===== config.mk =====
export PLATFORM = sky130hd
export DESIGN_NAME = jpeg_bit_packer
export DESIGN_NICKNAME = d
export VERILOG_FILES = /design/src/rtl/jpeg_bit_packer.sv
export SDC_FILE = /design/constraint.sdc
export NUM_CORES = 1
export LEC_CHECK = 0
export CAP_MARGIN = 5
export CORE_ASPECT_RATIO = 0.9
export CORE_MARGIN = 10
export CORE_UTILIZATION = 55
export CTS_CLUSTER_DIAMETER = 40
export CTS_CLUSTER_SIZE = 24
export DETAILED_ROUTE_END_ITERATION = 8
export PLACE_DENSITY = 0.77
export SLEW_MARGIN = 20
export SYNTH_ARGS = -nofsm -noshare
export SYNTH_HDL_FRONTEND = slang
export SYNTH_SLANG_ARGS = --single-unit

===== constraint.sdc =====
create_clock -name clk -period 5.25 [get_ports clk]
set_input_delay 1.3125 -clock clk [delete_from_list [all_inputs] [get_ports clk]]
set_output_delay 1.3125 -clock clk [all_outputs]
set_load 0.02 [all_outputs]

===== src/rtl/jpeg_bit_packer.sv =====
// Packs variable-length entropy codes MSB-first into a byte-stuffed JPEG scan byte stream.
// Optional EOI marker (0xFF,0xD9) after each frame when JPEG_EOI_EN is defined.
module jpeg_bit_packer #(
    parameter int CODE_W = 27,
    parameter int ACC_W  = 48,
    parameter int LEN_W  = $clog2(CODE_W + 1)
) (
    input  logic              clk,
    input  logic              rst,
    input  logic              code_valid,
    output logic              code_ready,
    input  logic [CODE_W-1:0] code_bits,
    input  logic [LEN_W-1:0]  code_len,
    input  logic              code_last,
    output logic              out_valid,
    input  logic              out_ready,
    output logic [7:0]        out_data,
    output logic              out_last
);

`ifdef JPEG_EOI_EN
    localparam bit EOI_EN = 1'b1;
`else
    localparam bit EOI_EN = 1'b0;
`endif

    localparam int FILL_W = $clog2(ACC_W + 1);
    localparam logic [FILL_W-1:0] FILL_MAX = FILL_W'(ACC_W - CODE_W);

    typedef enum logic [2:0] {RUN, STUFF, FLUSH, EOI_FF, EOI_D9} state_t;

    state_t             state, state_n;
    logic               ret_flush, ret_flush_n;
    logic [ACC_W-1:0]   acc, acc_n, acc_p, code_ext;
    logic [FILL_W-1:0]  fill, fill_n, fill_p, shamt, left_f;
    logic [CODE_W-1:0]  code_mask;
    logic [LEN_W-1:0]   len_eff;
    logic [7:0]         top, byte_f;
    logic               free, accept, pop;
    logic               out_valid_n, out_last_n;
    logic [7:0]         out_data_n;

    assign code_ready = (state == RUN) && (fill <= FILL_MAX) && !rst;

    // Bits live MSB-aligned in acc; everything below the fill point stays zero.
    always_comb begin
        free      = !out_valid || out_ready;
        accept    = code_valid && code_ready;
        len_eff   = (code_len > LEN_W'(CODE_W)) ? LEN_W'(CODE_W) : code_len;
        code_mask = (CODE_W'(1) << len_eff) - CODE_W'(1);
        code_ext  = ACC_W'(code_bits & code_mask);
        top       = acc[ACC_W-1 -: 8];
        // Hold back at least one bit while running so the final byte is always emitted by FLUSH.
        pop       = (state == RUN) && free && (fill > FILL_W'(8));
        acc_p     = pop ? (acc << 8) : acc;
        fill_p    = pop ? (fill - FILL_W'(8)) : fill;
        shamt     = FILL_W'(ACC_W) - fill_p - FILL_W'(len_eff);
        left_f    = (fill >= FILL_W'(8)) ? (fill - FILL_W'(8)) : '0;
        byte_f    = (fill >= FILL_W'(8)) ? top : (top | (8'hFF >> fill));
    end

    always_comb begin
        state_n     = state;
        ret_flush_n = ret_flush;
        acc_n       = acc_p;
        fill_n      = fill_p;
        out_valid_n = out_valid && !out_ready;
        out_data_n  = out_data;
        out_last_n  = out_last;
        if (accept) begin
            acc_n  = acc_p | (code_ext << shamt);
            fill_n = fill_p + FILL_W'(len_eff);
        end
        case (state)
            RUN: begin
                if (pop) begin
                    out_valid_n = 1'b1;
                    out_data_n  = top;
                    out_last_n  = 1'b0;
                end
                if (pop && top == 8'hFF) begin
                    state_n     = STUFF;
                    ret_flush_n = accept && code_last;
                end else if (accept && code_last) begin
                    state_n = FLUSH;
                end
            end
            STUFF: begin
                if (free) begin
                    out_valid_n = 1'b1;
                    out_data_n  = 8'h00;
                    out_last_n  = ret_flush && (fill == '0) && !EOI_EN;
                    state_n     = ret_flush ? FLUSH : RUN;
                    ret_flush_n = 1'b0;
                end
            end
            FLUSH: begin
                if (free) begin
                    if (fill == '0) begin
                        state_n = EOI_EN ? EOI_FF : RUN;
                    end else begin
                        out_valid_n = 1'b1;
                        out_data_n  = byte_f;
                        out_last_n  = (byte_f != 8'hFF) && (left_f == '0) && !EOI_EN;
                        acc_n       = acc << 8;
                        fill_n      = left_f;
                        if (byte_f == 8'hFF) begin
                            state_n     = STUFF;
                            ret_flush_n = 1'b1;
                        end else if (left_f == '0) begin
                            state_n = EOI_EN ? EOI_FF : RUN;
                        end
                    end
                end
            end
            EOI_FF: begin
                if (free) begin
                    out_valid_n = 1'b1;
                    out_data_n  = 8'hFF;
                    out_last_n  = 1'b0;
                    state_n     = EOI_D9;
                end
            end
            EOI_D9: begin
                if (free) begin
                    out_valid_n = 1'b1;
                    out_data_n  = 8'hD9;
                    out_last_n  = 1'b1;
                    state_n     = RUN;
                end
            end
            default: state_n = RUN;
        endcase
    end

    always_ff @(posedge clk) begin
        if (rst) begin
            state     <= RUN;
            ret_flush <= 1'b0;
            acc       <= '0;
            fill      <= '0;
            out_valid <= 1'b0;
            out_data  <= 8'h00;
            out_last  <= 1'b0;
        end else begin
            state     <= state_n;
            ret_flush <= ret_flush_n;
            acc       <= acc_n;
            fill      <= fill_n;
            out_valid <= out_valid_n;
            out_data  <= out_data_n;
            out_last  <= out_last_n;
        end
    end

endmodule


==> results.cfg <==
[floorplan]
std_cell_rows = 40
fp.dieH_um = 130
die_x_um = 142
initial_core_util_pct = 55.7
coreArea_um2 = 13200
die_area_um2 = 18400
pin_count = 48

[setup_path]
path_max_fanout = 10
path_class = primary input to flop
required_ns = 5.49
cp-end-kind = flop
start_kind = primary input
cpPeakStageDelay_ns = 0.62
crit_chain = clkdlybuf4s50_1, nand2_1, o21ai_0, ha_1, inv_1, ha_1, fa_1, xor2_2, buf_4, a211oi_1, a2111oi_0, buf_4, a211oi_1, o31a_1
critical-path-slowest-cell = clkdlybuf4s50_1
cp.arrival_ns = 5.21

[run_status]
status = complete, no violations

[power_and_ir_drop]
p_clk_share_pct = 9.9
p_comb_share_pct = 77.9
p_per_area_nw_per_um2 = 780
p_sw_share_pct = 54.3
seq_power_share_pct = 12.1
peakVddDrop_v = 0.000575
p_int_w = 0.00304
p_sw_w = 0.00361
p_leak_nw = 3.28
finalPower_w = 0.00665

[sta]
drv_slew = 0
tightest_slew_ns = 0.841
fmax_ghz = 0.201
setup_tns_ns = 0
slew_headroom_pct = 43.2
fin_crit_ns = 4.98
setup_viol = 0
rsz0062_at_grt = false
skew_ns = 0.00763
finalHoldViolCount = 0
finalCritPeriodShare_pct = 94.8

[logic_synthesis]
avgSynthCellArea_um2 = 6.90
syn-num-nets = 1122
syn-cell-area_um2 = 7370
synth_cells = 1067
synth_top_flop_cell = dfxtp_1
synth_edf_count = 0
yosysWarnings = 0
async_flop_share_pct = 0
synth-seq-area-share_pct = 18.5
synth.distinct_cells = 83
synth-seq-cells = 68
ys_top_cells_by_area = dfxtp_1, nand2_1, nor2_1
synth.top_cell.area_share_pct = 18.5
synth_area_leader_cell = dfxtp_1

[global_route]
antenna_found_initial = 0
grt_pass1_wl_mm = 42.8
grt_remaining_overflow = 0
grt_max_degree = 61
track_usage_pct = 28.1
grt_pass1_vias = 8058

[layout]
final_cell_mix = nand2_1, nor2_1, a21oi_1
fillers = 1207
drive_gt1_share_pct = 11.3
nets = 1148
seqCellArea_um2 = 1360
multi_input_area_um2 = 5550
antennaDiodeCount = 0
areaGrowthSynthToFinish_pct = 15.9
mostFrequentLayoutCell = nand2_1

[drt]
wl_per_cell_um = 20.9
drt_pre_antenna_iters = 7
ant_nets = 0
dr.first_iter.drc_count = 1382
avgViaCountPerCell = 7.04
drc = 0
drt-total-wl_mm = 26.4
vias = 8914

[job]
maxCapViolations = 0

[hold_path]
hold_path_class = flop to flop

[clock_tree]
numCtsBuffers = 9
cts.clk_slew.worst_paths_ns = 0.06
htreeDepth = 3
cts_sinks = 68
cts_tree = yes
root_buffer = clkbuf_16
cts_setup_buffers = 0
cts_max_path_buffers = 2
insertion_delay_ns = 0.35

[place]
gp_congestion = 1.08
io_buffers = 47
dpl.hpwl_mm = 19.6
==> worst max-delay path, delay by kind of cell <==
family | cells | cell delay (ns)
AO/OA/AOI/OAI | 5 | 1.27
buffers and inverters | 4 | 1.15
adder cells (fa/ha/maj) | 3 | 0.93
XOR/XNOR | 1 | 0.42
AND/OR/NAND/NOR | 1 | 0.11
==> timing repair <==
item | CTS | global route
hold buffers | 0 | 0
resized for setup | 0 | 1
setup endpoints to repair | 0 | 1
==> power groups by stage <==
stage          Combinational (W)  Clock, W  Sequential, W
2_1_floorplan            0.00335         0       0.000782
3_3_place_gp             0.00487         0       0.000806
3_5_place_dp             0.00494         0       0.000811
4_1_cts                  0.00497  0.000661       0.000802
5_1_grt                  0.00554  0.000687       0.000827
6_report                 0.00518  0.000661       0.000807
==> logic make-up after synthesis <==
family          share of synthesized area [%]
compound gates                           35.7
buf+inv                                  6.76
fa+ha+maj                                3.64
xor+xnor                                0.951
flops                                    18.5
mux                                      5.20
simple gates                             29.3
==> synth_stat cells (8+ instances only) <==
library cell	n
a211oi_1	35
a21o_1	11
a21oi_1	69
a311oi_1	10
a31oi_1	17
and2_1	8
and3_1	10
buf_1	14
buf_2	14
clkbuf_1	71
dfxtp_1	68
ha_1	15
inv_1	25
mux2_2	8
mux2i_1	18
nand2_1	120
nand2b_1	13
nand3_1	49
nand4_1	10
nor2_1	119
nor3_1	34
o2111ai_1	9
o211ai_1	28
o21ai_0	53
o22ai_1	14
o31ai_1	10
or2_2	8
or3_1	23
==> area by class of cell <==
class                   count  area share [%]
clock buffers              12            2.89
clock inverters             4           0.850
inverters                  26            1.14
multi-input cells         873            65.0
repair buffers            115            11.7
flip-flops and latches     68            16.0
well taps                 168            2.46
==> path summary, 6_finish.rpt <==
kind / start / endpoint / slack (ns) / cells past startpoint
setup / recovery: code_len[4] / acc[22] / 0.27 / 14
setup reg to reg: state[0] / acc[35] / 0.97 / 13
hold / removal: acc[5] / acc[5] / 0.47 / 2
hold reg to reg: acc[5] / acc[5] / 0.47 / 2
==> routing by layer <==
layer,track usage [%],share of wire (%),vias up
li1,-,-,4088
met1,37.4,40,4144
met2,42.1,44,588
met3,8.39,13,94
met4,9.61,3.3,0
met5,0,0,-
==> state kept, by name (all words and copies together), names as in the netlist <==
name and count:
acc 48, fill 6, out_data 8, out_last 1
out_valid 1, state 3, ret_flush 1
==> per-stage QoR <==
stage / cells / hold slack, ns / area (um2) / utilization, % / setup slack, ns
floorplan: 1067 / 0.447 / 7370 / - / 0.202
global placement: 1250 / 0.456 / 8210 / 62.1 / 0.0144
detailed placement: 1250 / 0.463 / 8210 / 62.1 / 0.00692
CTS: 1266 / 0.470 / 8530 / 64.5 / 0.350
global route: 1266 / 0.498 / 8530 / 64.6 / 0.0262
finish: 1266 / 0.468 / 8530 / 64.6 / 0.274
Note: power is estimated with default switching activity, not from simulation.
